--- src/rtl/spi_master_pkg.sv ---
// Shared encodings and frame layout for the SPI command initiator.
package spi_master_pkg;

    localparam int unsigned FRAME_BITS = 10;
    localparam int unsigned RESP_BITS  = 8;
    localparam int unsigned CMD_BITS   = 2;
    localparam int unsigned CNT_BITS   = 4;
    localparam int unsigned STATE_BITS = 3;

    localparam logic [CMD_BITS-1:0] CMD_WR_ADDR = 2'b00;
    localparam logic [CMD_BITS-1:0] CMD_WR_DATA = 2'b01;
    localparam logic [CMD_BITS-1:0] CMD_RD_ADDR = 2'b10;
    localparam logic [CMD_BITS-1:0] CMD_RD_DATA = 2'b11;

    localparam logic [STATE_BITS-1:0] ST_IDLE    = 3'd0;
    localparam logic [STATE_BITS-1:0] ST_SELECT  = 3'd1;
    localparam logic [STATE_BITS-1:0] ST_SHIFT   = 3'd2;
    localparam logic [STATE_BITS-1:0] ST_WAIT    = 3'd3;
    localparam logic [STATE_BITS-1:0] ST_CAPTURE = 3'd4;
    localparam logic [STATE_BITS-1:0] ST_GAP     = 3'd5;

    typedef struct packed {
        logic [CMD_BITS-1:0]  cmd;
        logic [RESP_BITS-1:0] data;
    } frame_t;

endpackage

--- src/rtl/spi_master.sv ---
// SPI command initiator: serialises 10-bit command frames under SS_n and
// captures the 8-bit reply for read-data commands.
module spi_master
    import spi_master_pkg::*;
#(
    parameter int unsigned READ_GAP = 2,
    parameter int unsigned IDLE_GAP = 1
) (
    input  logic                 clk,
    input  logic                 rst,
    input  logic                 req_valid,
    output logic                 req_ready,
    input  logic [CMD_BITS-1:0]  req_cmd,
    input  logic [RESP_BITS-1:0] req_data,
    output logic                 rsp_valid,
    output logic [RESP_BITS-1:0] rsp_data,
    output logic                 busy,
    output logic                 SS_n,
    output logic                 MOSI,
    input  logic                 MISO
);

    logic [STATE_BITS-1:0] state_q, state_d;
    frame_t                frame_q, frame_d;
    logic [CNT_BITS-1:0]   bit_q, bit_d;
    logic [CNT_BITS-1:0]   gap_q, gap_d;
    logic [RESP_BITS-1:0]  rx_q, rx_d;

    logic                  req_ready_d, busy_d, ss_n_d, mosi_d, rsp_valid_d;
    logic [RESP_BITS-1:0]  rsp_data_d;

    // Next-state logic; outputs are decoded from the next state so they register cleanly.
    always_comb begin
        state_d     = state_q;
        frame_d     = frame_q;
        bit_d       = bit_q;
        gap_d       = gap_q;
        rx_d        = rx_q;
        rsp_valid_d = 1'b0;
        rsp_data_d  = rsp_data;

        case (state_q)
            ST_IDLE: begin
                if (req_valid) begin
                    frame_d.cmd  = req_cmd;
                    frame_d.data = req_data;
                    state_d      = ST_SELECT;
                end
            end
            ST_SELECT: begin
                bit_d   = CNT_BITS'(FRAME_BITS - 1);
                state_d = ST_SHIFT;
            end
            ST_SHIFT: begin
                if (bit_q == '0) begin
                    if (frame_q.cmd == CMD_RD_DATA) begin
                        gap_d   = CNT_BITS'(READ_GAP - 1);
                        state_d = ST_WAIT;
                    end else begin
                        gap_d   = CNT_BITS'(IDLE_GAP - 1);
                        state_d = ST_GAP;
                    end
                end else begin
                    bit_d = bit_q - CNT_BITS'(1);
                end
            end
            ST_WAIT: begin
                if (gap_q == '0) begin
                    bit_d   = CNT_BITS'(RESP_BITS - 1);
                    state_d = ST_CAPTURE;
                end else begin
                    gap_d = gap_q - CNT_BITS'(1);
                end
            end
            ST_CAPTURE: begin
                rx_d = {rx_q[RESP_BITS-2:0], MISO};
                if (bit_q == '0) begin
                    rsp_valid_d = 1'b1;
                    rsp_data_d  = rx_d;
                    gap_d       = CNT_BITS'(IDLE_GAP - 1);
                    state_d     = ST_GAP;
                end else begin
                    bit_d = bit_q - CNT_BITS'(1);
                end
            end
            ST_GAP: begin
                if (gap_q == '0) begin
                    state_d = ST_IDLE;
                end else begin
                    gap_d = gap_q - CNT_BITS'(1);
                end
            end
            default: state_d = ST_IDLE;
        endcase

        ss_n_d = !((state_d == ST_SELECT) || (state_d == ST_SHIFT) ||
                   (state_d == ST_WAIT)   || (state_d == ST_CAPTURE));
        mosi_d = 1'b0;
        if (state_d == ST_SELECT) begin
            mosi_d = frame_d[FRAME_BITS-1];
        end else if (state_d == ST_SHIFT) begin
            mosi_d = frame_d[bit_d];
        end
        req_ready_d = (state_d == ST_IDLE);
        busy_d      = (state_d != ST_IDLE);
    end

    always_ff @(posedge clk) begin
        if (rst) begin
            state_q   <= ST_IDLE;
            frame_q   <= '0;
            bit_q     <= '0;
            gap_q     <= '0;
            rx_q      <= '0;
            req_ready <= 1'b1;
            busy      <= 1'b0;
            SS_n      <= 1'b1;
            MOSI      <= 1'b0;
            rsp_valid <= 1'b0;
            rsp_data  <= '0;
        end else begin
            state_q   <= state_d;
            frame_q   <= frame_d;
            bit_q     <= bit_d;
            gap_q     <= gap_d;
            rx_q      <= rx_d;
            req_ready <= req_ready_d;
            busy      <= busy_d;
            SS_n      <= ss_n_d;
            MOSI      <= mosi_d;
            rsp_valid <= rsp_valid_d;
            rsp_data  <= rsp_data_d;
        end
    end

endmodule

--- config.mk ---
export PLATFORM = sky130hd
export DESIGN_NAME = spi_master
export DESIGN_NICKNAME = d
export VERILOG_FILES = /design/src/rtl/spi_master_pkg.sv /design/src/rtl/spi_master.sv
export SDC_FILE = /design/constraint.sdc
export NUM_CORES = 1
export LEC_CHECK = 0
export BUFFER_PORTS_ARGS = -buffer_cell sky130_fd_sc_hd__buf_2
export CAP_MARGIN = 20
export CORE_MARGIN = 2
export CORE_UTILIZATION = 55
export CTS_CLUSTER_SIZE = 40
export DETAILED_ROUTE_END_ITERATION = 6
export PLACE_DENSITY = 0.77
export SLEW_MARGIN = 25
export SYNTH_ARGS = -nofsm -noshare
export SYNTH_HDL_FRONTEND = slang
export SYNTH_SLANG_ARGS = --single-unit
--- constraint.sdc ---
create_clock -name clk -period 3.3 [get_ports clk]
set_clock_uncertainty 0.15 [all_clocks]
set_input_delay 0.33 -clock clk [delete_from_list [all_inputs] [get_ports clk]]
set_output_delay 0.33 -clock clk [all_outputs]
set_load 0.005 [all_outputs]
# Yosys cells after proc, flatten, opt, wreduce, memory -nomap -nowiden
# Cells that the tools add are included.
totals:
  regBits: 41
  in_bits: 14
  word_cells: 66
  out_inout_bits: 13
classes:
  magnitude_cmp: 1
  eq_ne: 13
  mux: 22
  bitwise: 1
  add_sub_neg: 2
  n_reduce_logical: 15
op_table:
  columns: ["operator", "count"]
  rows:
  - ["4-bit one-hot mux with 3 select lines", 2]
  - ["10-bit two-way mux", 2]
  - ["4-bit two-way mux", 5]
  - ["3-bit two-way mux", 6]
  - ["3-bit one-hot mux with 6 select lines", 1]
  - ["3-bit by 2-bit equality test with 1-bit output (second input constant)", 4]
  - ["3-bit equality test (second input constant)", 3]
  - ["4-bit zero test", 2]
  - ["4-bit by 1-bit subtractor with 4-bit output (second input constant)", 2]
  - ["3-bit by 1-bit equality test with 1-bit output (second input constant)", 2]
  - ["3-bit zero test", 2]
  - ["2-bit inequality test (second input constant)", 3]
  - ["3-bit nonzero test", 2]
  - ["2-bit OR reduction", 3]
  - ["4-bit by 5-bit < comparator with 1-bit output (second input constant)", 1]
  - ["1-bit two-way mux", 5]
  - ["1-bit binary-select mux with 4-bit select", 1]
  - ["4-bit AND reduction", 1]
  - ["1-bit logical OR", 3]
  - ["2-bit equality test (second input constant)", 1]
  - ["2-bit AND reduction", 1]
  - ["1-bit zero test", 1]
  - ["1-bit inverter", 1]

# Logic depth before layout (Yosys ltp)
# Gate-level depths: netlist of the first run.
logic_depth:
  depth_word: 9
  depth_mapped: 10
  ltp_nobuf: 9

# Worst setup path after synthesis of the first run
# OpenSTA, ideal clock, no wires.
synth_timing:
  path_kind: "register -> register"
  startpoint: "register bit_q[0]"
  endpoint: "register MOSI"
  t_arrival_ps: 2082
  path_buffers: 1
  period_less_slack_ps: 2357
  stages_incl_launch_ff: 11
  t_required_ps: 3025
  setup_slack_ps: 943
  setup_time_ps: 125
  path_cell_list: "dfxtp_1 > inv_1 > ha_1 > nor3b_2 > o31a_1 > a21o_1 > buf_6 > a21boi_1 > o211a_1 > o31ai_1 > a21oi_1"
synth_via:
  elab_chain_cells: 7
  elab_cells_between_ends: 14
  cone_classes: "1 x add/sub; 2 x eq/ne; 10 x mux; 1 x reduce/logical"
synth_rtl:
  columns: ["item", "line_no", "source"]
  rows:
  - ["start: declaration", "spi_master.sv:25", "logic [CNT_BITS-1:0] bit_q, bit_d;"]
  - ["start signal: assignment", "spi_master.sv:124", "bit_q <= bit_d;"]
  - ["4-bit by 1-bit subtractor with 4-bit output or 4-bit zero test (tied branches)", null, null]
  - ["4-bit two-way mux", "spi_master.sv:55, spi_master.sv:77", null]
  - ["4-bit one-hot mux with 3 select lines", "spi_master.sv:42", "case (state_q)"]
  - ["1-bit binary-select mux with 4-bit select", "spi_master.sv:102", "mosi_d = frame_d[bit_d];"]
  - ["1-bit two-way mux (implied by the code)", "spi_master.sv:102", null]
  - ["1-bit two-way mux", "spi_master.sv:101", "end else if (state_d == ST_SHIFT) begin"]
  - ["1-bit two-way mux (*)", "spi_master.sv:99", "if (state_d == ST_SELECT) begin"]
  - ["end signal: assignment", "spi_master.sv:130", "MOSI <= mosi_d;"]
  - ["end: declaration", "spi_master.sv:19", "output logic MOSI,"]
# Every way passes the cells marked *; elsewhere a longest branch is shown, timed or not. The select of a mux whose other input is x is not followed.
# A chain may end at the register's enable or synchronous reset.

# Worst setup path after layout of the first run
# Same ends and word-level chain as after synthesis.

==> qor.csv, run 1 <==
metric,value,unit
Vias/cell,5.517,
pin count of the biggest net entering global routing,38,
CTS tree,built,
port bufs,26,
compound-gate portion of the synthesized area,19.62,%
synth top area cells,"dfxtp_1 (41%), nand2_1 (9.8%), a21oi_1 (9.3%), nor2_1 (3.0%), nand3_1 (2.8%)",
H-tree Lvls,2,
Yosys warning count,0,
final worst path period share,81.27,%
I/O Pins,27,
PD cells,752.0,nW/um2
post-synth top area cell,dfxtp_1,
routability cong.,0.8377,
largest family of logic cells by synthesized area,simple AND/OR/NAND/NOR gates,
Max Slew Vio Count,0,
layout cells sized above 1,15.16,%
"Clk pin slew, worst setup/hold paths",120,ps
Mean Syn Cell Area,7.765,um2
number of global-route vias before repair,1606,
Initial Utilization,58.42,%
Filler Cell Count,321,
TritonCTS Buffers,5,
clock root buffer master,clkbuf_4,
"Remaining Overflow, GRT",0,
site row count,21,
"Seq/Total Area, Yosys",41.13,%
detail-routed net length per standard cell,12.39,um
share of the synthesized area in the top cell type,41.13,%
Post-Synth Adder-Cell Area,1.881,%
synthesized flop and latch total,41,
post_cts resized,0,
Chip Height,64.24,um
clk sink count,41,
DR pass1 iterations,4,
Crit path required time,3400,ps
critical path arrival,2790,ps
RSZ-0062 raised after global routing,false,
DRT antenna net count,0,
syn nets,274,
mux contribution to synthesized area,3.072,%
crit path time final,2682,ps
wire length of the first global-routing pass,6748,um
Syn Inst Count,257,
WHS,44.96,ps
# setup viols final,0,
slew margin rel.,50.53,%
Setup Total Neg Slack,0,ps
maximum clock frequency,372.9,MHz
hold_buf cts,0,
antenna violations before repair,0,
peak supply drop,0.3492,mV
P_leak,0.0008530,uW
synth cell count leaders,"nand2_1 (52), dfxtp_1 (41), a21oi_1 (37), nor2_1 (16)",
worst slew pin tran,741.1,ps
ANT cells,0,
top-count cell post-synth,nand2_1,
Crit Path Category,flop to flop,
CP Capture Type,flop,
post-detail-place hpwl,2739,um
Post-CTS Setup Inserts,0,
XOR/XNOR Fraction of Synth Area,1.317,%
die area,4126,um2
number of DRC markers in iteration 0,100,
simple-gate share of the synthesized area,27.02,%
Hold Crit Class,input pin to flop,
Max Root-Sink Buffers,2,
crit path max fanout,15,
Tot GR Track Use,20.80,%
Layout area overhead,9.968,%
Final Hold Vio Count,0,
Netlist cell types,46,
mapped cell area,1996,um2
via count,1782,
"Net count, final",293,
core footprint,3416,um2
outcome,finished clean,
Main synth FF type,dfxtp_1,
max-cap viol count,0,
clk_lat worst skew,350,ps
Die Wd,64.24,um
WL final,4003,um
crit start category,flop,
"EDFF count, synth",0,
Async SR Flop Fraction,0,%
DRC viols,0,
## critical path, cell delays in order, from the launching register on
cell,delay [ps]
dfxtp_1,440
inv_1,70
ha_1,270
nor3b_2,180
buf_4,190
o31a_1,300
a21o_1,270
a21boi_1,170
o211a_1,230
o31ai_1,230
a21oi_1,80
## final cells by class
class / instances / area (um2) / share of cell area [%]
Tap cell: 46 / 57.56 / 2.623
Timing Repair Buffer: 28 / 145.1 / 6.613
Clock inverter: 1 / 8.758 / 0.3991
Clock buffer: 7 / 65.06 / 2.965
Inverter: 11 / 41.29 / 1.881
Sequential cell: 41 / 820.8 / 37.40
Multi-Input combinational cell: 189 / 1056 / 48.12
## logic make-up (layout without fill, tap and decap cells)
kind of cell | count (synthesis) | after routing
muxes | 6 | 6
DFF | 41 | 41
adders and majority gates | 3 | 3
and+or+nand+nor | 112 | 112
buffers and inverters | 27 | 47
AOI/OAI and AO/OA | 65 | 65
xor gates and xnor gates | 3 | 3
## state kept, by name, summed over array words and instances, names as in the netlist
signal / cells
frame_q: 10
bit_q: 4
state_q: 3
SS_n: 1
rsp_data: 8
MOSI: 1
gap_q: 4
rsp_valid: 1
busy: 1
req_ready: 1
rx_q: 7
## per-stage QoR
| stage | worst slack, ps | util [%] | cell area [um2] | power (uW) | std cells |
|---|---|---|---|---|---|
| 2_1_floorplan | 943.1 | - | 1996 | 1226 | 257 |
| 3_3_place_gp | 700.7 | 62.09 | 2121 | 1351 | 315 |
| 3_5_place_dp | 642.2 | 62.09 | 2121 | 1360 | 315 |
| 4_1_cts | 633.9 | 64.25 | 2195 | 1651 | 323 |
| 5_1_grt | 466.8 | 64.25 | 2195 | 1776 | 323 |
| 6_report | 618.2 | 64.25 | 2195 | 1650 | 323 |
## worst paths after layout
check / start / to / slack (ps) / cells past startpoint
min reg2reg: rsp_data[1]$_SDFFE_PP0P_ / rsp_data[1]$_SDFFE_PP0P_ / 310 / 2
max: bit_q[0]$_SDFF_PP0_ / MOSI$_SDFF_PP0_ / 620 / 10
min: req_data[2] / frame_q[2]$_SDFF_PP0_ / 40 / 3
max reg2reg: bit_q[0]$_SDFF_PP0_ / MOSI$_SDFF_PP0_ / 620 / 10
## cell usage in the layout (no fill, tap or decap), types with 3 or more instances in the layout
cell,n
a21oi_1,37
inv_1,11
mux2i_1,5
o21ai_0,7
nor3b_1,3
nor3_1,8
nand2_1,52
buf_2,26
nand3_1,11
nand3b_1,4
nor2_1,16
o22ai_1,3
xnor2_1,3
ha_1,3
dfxtp_1,41
nand2b_1,6
clkbuf_4,5
## per-layer routing
| metal | global-route usage, % | part of all wire, % | vias up |
|---|---|---|---|
| met4 | 9.574 | 1.4 | 0 |
| met2 | 33.72 | 47 | 46 |
| met5 | 0 | 0 | - |
| met1 | 25.22 | 47 | 807 |
| met3 | 6.338 | 4.9 | 5 |
| li1 | - | - | 924 |
## power by group
part           internal, uW  switching (uW)
combinational           290             392
clock                   128             168
sequential              573             100
No activity file was read; power rests on OpenSTA's default activity.
==> inputs of run 2 (changes only) <==
- CORE_UTILIZATION: 55 -> 51
- PLACE_DENSITY: 0.77 -> 0.75
- clock period: 3.3 -> 2.2 ns (I/O delays scaled with it)
==> qor.csv, run 2 (synthesized netlist as in run 1, its figures left out) <==
metric,value,unit,change
CP max stage cell,dfxtp_2,,
"Remaining Overflow, GRT",0,,unchanged
clk_lat worst skew,300,ps,-50 ps
overall power,3056,uW,+85%
Final Hold Vio Count,0,,unchanged
"Net count, final",317,,+8.2%
met3 wire length,249,um,+26%
H-tree Lvls,2,,unchanged
crit path max fanout,6,,-9
maximum clock frequency,454.7,MHz,+22%
wl on met1,2116,um,+12%
clock root buffer master,clkbuf_8,,
TritonCTS Buffers,5,,unchanged
I/O Pins,27,,unchanged
hold_buf cts,0,,unchanged
Crit path required time,2230,ps,-1170 ps
DR pass1 iterations,4,,unchanged
die area,4430,um2,+7.4%
P_leak,0.001004,uW,+18%
peak supply drop,0.7131,mV,+100%
Comb pwr share,47.9,%,+6.6 points
Net Switching,1137,uW,+72%
Int Pwr,1918,uW,+94%
critical path arrival,2230,ps,-560 ps
DR top layer,met4,,
final worst path period share,99.96,%,+19 points
clk sink count,41,,unchanged
Max Slew Vio Count,0,,unchanged
biggest regs,"frame_q x10, rsp_data x8, rx_q x7",,
outcome,finished clean,,
Vias/cell,5.519,,about the same
via count,1926,,+8.1%
routability cong.,0.8275,,-1.2%
WHS,0.9449,ps,-44.02 ps
sw frac,37.23,%,-2.8 points
number of flip-flops in the largest register,10,,unchanged
DRT antenna net count,0,,unchanged
PnR worst setup slack,0.9508,ps,-617.2 ps
Hold Crit Class,input pin to flop,,
"Cell Count, Final, Fillers Out",349,,+8.0%
Setup Total Neg Slack,0,ps,unchanged
"most common cell after layout, fill and taps aside",nand2_1,,
port bufs,26,,unchanged
Crit Path Category,flop to flop,,
layout cells sized above 1,24.92,%,+9.8 points
placed cell count,336,,+6.7%
ANT cells,0,,unchanged
CP dominant cell by count,a21oi_1,,
Layout area overhead,24.64,%,
Max Root-Sink Buffers,2,,unchanged
crit-path cells,inv_2 -> ha_2 -> nor3b_4 -> mux2_4 -> o221a_4 -> a2111oi_4 -> a31oi_1 -> a21oi_1 -> a21oi_1,,
Tot GR Track Use,22.89,%,+2.1 points
Initial Utilization,53.70,%,-4.7 points
r2r setup slk,1,ps,-620 ps
wire length of the first global-routing pass,7672,um,+14%
site row count,22,,+4.8%
max-cap viol count,0,,unchanged
Hold Crit Depth,3,,unchanged
CTS tree,built,,
RSZ-0062 raised after global routing,true,,
number of DRC markers in iteration 0,131,,+31%
crit start category,flop,,
number of global-route vias before repair,1690,,+5.2%
WL final,4634,um,+16%
Met2 Wirelength,2199,um,+18%
Die Wd,66.56,um,+3.6%
PD cells,1228,nW/um2,+63%
worst slew pin tran,397.9,ps,-343.2 ps
detail-routed net length per standard cell,13.28,um,+7.1%
register name with the most flops,frame_q,,
DP Worst Slack,-21.00,ps,-663.2 ps
worst r2r path cells,9,,-1
Seq pwr share,31.6,%,-9.2 points
slew margin rel.,73.27,%,+23 points
antenna violations before repair,0,,unchanged
# setup viols final,0,,unchanged
"commonest cells after routing, fill and taps aside","nand2_1 (51), dfxtp_1 (39), a21oi_1 (37)",,
CP Capture Type,flop,,
"Clk pin slew, worst setup/hold paths",80,ps,-40 ps
crit path time final,2199,ps,-482.8 ps
pin count of the biggest net entering global routing,22,,-42%
DRC viols,0,,unchanged
part of the power in the clock network,20.6,%,+2.7 points
post-detail-place hpwl,3183,um,+16%
max incr delay on CP,330,ps,-110 ps
core footprint,3716,um2,+8.8%
Chip Height,66.56,um,+3.6%
-- run 2: cell types whose count changed in the layout (fill, tap and decap cells not counted), moves of 2 or more --
cell / before / now
dfxtp_2: 0 / 2
buf_4: 2 / 26
clkbuf_8: 2 / 6
clkbuf_4: 5 / 0
dfxtp_1: 41 / 39
-- run 2: worst paths after layout --
check | startpoint | end
max | bit_q[1]$_SDFF_PP0_ | MOSI$_SDFF_PP0_
min | req_data[2] | frame_q[2]$_SDFF_PP0_
max reg2reg | bit_q[1]$_SDFF_PP0_ | MOSI$_SDFF_PP0_
min reg2reg | rsp_data[6]$_SDFFE_PP0P_ | rsp_data[6]$_SDFFE_PP0P_
-- run 2: layout make-up --
cell class / count / area, um2
clock buffer: 7 / 86.33
clock inverter: 1 / 30.03
fill: 329 / 1229
inverter: 11 / 41.29
multi-input combinational: 189 / 1121
sequential: 41 / 823.3
tap: 48 / 60.06
timing repair buffer: 52 / 325.3
-- run 2: per-layer routing --
metal / global-route usage (%) / vias up
li1: - / 968
met1: 29.07 / 899
met2: 36.75 / 51
met3: 5.912 / 8
met4: 9.439 / 0
met5: 0 / -
-- run 2: power groups by stage --
stage	logic [uW]	clock network (uW)	registers (uW)
global placement	1280	0	981
global route	1620	668	983
floorplan	951	0	954
CTS	1380	640	964
finish	1460	629	964
detailed placement	1300	0	980
-- run 2: metrics by stage --
stage | utilization, % | instance area, um2
floorplan | - | 2032
global placement | 61.95 | 2302
global route | 66.94 | 2487
detailed placement | 61.95 | 2302
finish | 66.94 | 2487
CTS | 65.89 | 2449
-- run 2: timing repair --
action                                  4_1_cts  5_1_grt
hold endpoints to repair                      0        0
endpoints found under the setup margin        1        3
gates resized for setup                       3        6
pin swaps                                     4        3
setup buffers                                 3        2
cloned                                        0        0
-- run 2: worst max-delay path, delay by kind of cell (launching register included) --
| family | cells | cell delay (ps) |
|---|---|---|
| compound gates | 5 | 760 |
| flops | 1 | 330 |
| mux | 1 | 330 |
| simple gates | 1 | 290 |
| fa+ha+maj | 1 | 180 |
| buf+inv | 1 | 40 |
==> inputs of run 3 (changes only) <==
- ABC_CLOCK_PERIOD_IN_PS: unset -> 1800
- SETUP_SLACK_MARGIN: unset -> 0.4
- clock period: 2.2 -> 1.8 ns (I/O delays scaled with it)
==> qor.csv, run 3 (synthesized netlist as in run 1, its figures left out) <==
metric,value,unit,change
RSZ-0062 raised after global routing,true,,
DRC viols,0,,unchanged
"Cell Count, Final, Fillers Out",405,,+16%
Int Pwr,3283,uW,+71%
number of flip-flops in the largest register,10,,unchanged
Vias/cell,6.501,,+18%
clk sink count,41,,unchanged
sw frac,40.06,%,+2.8 points
via count,2633,,+37%
"Net count, final",373,,+18%
Filler Cell Count,132,,-60%
critical path arrival,2450,ps,+220 ps
Max Root-Sink Buffers,2,,unchanged
Seq pwr share,22.2,%,-9.4 points
TritonCTS Buffers,5,,unchanged
Crit Path Category,flop to flop,,
WHS,-8.533,ps,-9.478 ps
crit path max fanout,5,,-1
"Buf+Inv Stages, Crit Path",1,,unchanged
CP max stage cell,dfxtp_4,,
Layout area overhead,70.85,%,
ANT cells,0,,unchanged
part of the power in the clock network,14.4,%,-6.2 points
antenna violations before repair,0,,unchanged
DRT antenna net count,0,,unchanged
port bufs,26,,unchanged
layout cells sized above 1,51.82,%,+27 points
Chip Height,66.56,um,unchanged
placed cell count,359,,+6.8%
worst slew pin tran,527.8,ps,+129.9 ps
Crit path required time,1850,ps,-380 ps
outcome,"finished, violations left",,
Net Switching,2194,uW,+93%
wire length of the first global-routing pass,10080,um,+31%
crit-path cells,inv_2 -> ha_4 -> nor3b_4 -> mux2_4 -> o221a_4 -> a2111oi_4 -> a31oi_1 -> a21oi_1 -> a21oi_1,,
CTS tree,built,,
post-detail-place hpwl,3503,um,+10%
WL final,8910,um,+92%
"Remaining Overflow, GRT",0,,unchanged
maximum clock frequency,417.2,MHz,-8.3%
site row count,22,,unchanged
Die Wd,66.56,um,unchanged
max-cap viol count,0,,unchanged
Max Slew Vio Count,0,,unchanged
Initial Utilization,53.70,%,unchanged
detail-routed net length per standard cell,22.00,um,+66%
CP dominant cell by count,a21oi_1,,
PD cells,1607,nW/um2,+31%
Hold Crit Class,input pin to flop,,
# setup viols final,13,,+13
max incr delay on CP,350,ps,+20 ps
Final Hold Vio Count,1,,+1
H-tree Lvls,2,,unchanged
pin count of the biggest net entering global routing,32,,+45%
peak supply drop,1.071,mV,+50%
P_leak,0.001425,uW,+42%
routability cong.,0.8381,,+1.3%
"commonest cells after routing, fill and taps aside","buf_4 (47), dfxtp_1 (34), nand2_1 (32)",,
final worst path period share,133.2,%,+33 points
clock root buffer master,clkbuf_8,,
DR pass1 iterations,5,,+1
core footprint,3716,um2,unchanged
crit start category,flop,,
register name with the most flops,frame_q,,
biggest regs,"frame_q x10, rsp_data x8, rx_q x7",,
number of DRC markers in iteration 0,323,,+150%
slew margin rel.,64.60,%,-8.7 points
Setup Total Neg Slack,-3628,ps,-3628 ps
I/O Pins,27,,unchanged
"Clk pin slew, worst setup/hold paths",90,ps,about the same
die area,4430,um2,unchanged
PnR worst setup slack,-597.1,ps,-598.1 ps
"most common cell after layout, fill and taps aside",buf_4,,
clk_lat worst skew,320,ps,+20 ps
"CP delay by family, top",compound AO/OA/AOI/OAI gates,,
Tot GR Track Use,30.24,%,+7.4 points
Comb pwr share,63.4,%,+16 points
failing checks,"hold timing, setup timing",,
crit path time final,2397,ps,+198.1 ps
number of global-route vias before repair,2207,,+31%
CP Capture Type,flop,,
## run 3: cell types whose count changed in the layout (fill, tap and decap cells not counted), moves of 5 or more
cell,change
buf_4,+21
buf_6,+20
a21oi_1,-10
nand2_1,-19
a21oi_2,+8
nor2_1,-6
dlygate4sd3_1,+11
nand2_2,+10
nand2_4,+8
dfxtp_1,-5
## run 3: worst register-to-register path: stages, from the launching register on
cell and delay [ps]:
dfxtp_4 350, inv_2 70, ha_4 150, nor3b_4 310, mux2_4 340, o221a_4 330, a2111oi_4 230, a31oi_1 100
a21oi_1 170, a21oi_1 80
## run 3: final cells by class
class / count / area [um2] / share of cell area, %
multi-input cells: 189 / 1463 / 42.90
clock buffers: 5 / 68.82 / 2.018
repair buffers: 108 / 888.4 / 26.06
well taps: 48 / 60.06 / 1.761
flip-flops and latches: 41 / 837.1 / 24.55
inverters: 11 / 46.29 / 1.358
clock inverters: 3 / 46.29 / 1.358
## run 3: power groups by stage
| stage | logic [uW] | clock network (uW) | registers, uW |
|---|---|---|---|
| after floorplan | 1300 | 0 | 1180 |
| after global placement | 1940 | 0 | 1190 |
| after detailed placement | 2000 | 0 | 1200 |
| after CTS | 2720 | 778 | 1190 |
| after global routing | 3590 | 815 | 1230 |
| final | 3470 | 786 | 1220 |
## run 3: worst paths after layout
check                            from                        to  slack (ps)  cells past startpoint
max               bit_q[1]$_SDFF_PP0_           MOSI$_SDFF_PP0_        -600                      9
min                        req_cmd[1]     frame_q[9]$_SDFF_PP0_          -9                      3
max reg2reg       bit_q[1]$_SDFF_PP0_           MOSI$_SDFF_PP0_        -600                      9
min reg2reg  rsp_data[0]$_SDFFE_PP0P_  rsp_data[0]$_SDFFE_PP0P_         320                      2
## run 3: metrics by stage
step | cell area [um2] | setup slack, ps | hold WS (ps) | utilization [%] | total power, uW
after floorplan | 2123 | -329.2 | 166.0 | - | 2484
after global placement | 2535 | -356.7 | 270.2 | 68.22 | 3132
after detailed placement | 2535 | -492.6 | 275.0 | 68.22 | 3201
after CTS | 3132 | -415.3 | -15.43 | 84.28 | 4692
after global routing | 3410 | -701.2 | 2.253 | 91.75 | 5629
final | 3410 | -597.1 | -8.533 | 91.75 | 5478
## run 3: what timing repair did
action	in CTS	in global routing
pin swaps	22	21
hold buffers	11	0
hold endpoints to repair	13	0
resized for setup	73	50
endpoints found under the setup margin	41	41
gates cloned	1	0
setup buffers	16	10
## run 3: metal layers
layer  vias to the layer above  GRT usage [%]  routed length [um]
met1                      1221          34.60                3142
met5                         -              0                   0
met4                         0          19.39                 699
met3                        84          5.405                 814
met2                       243          51.50                4253
li1                       1085              -                   -
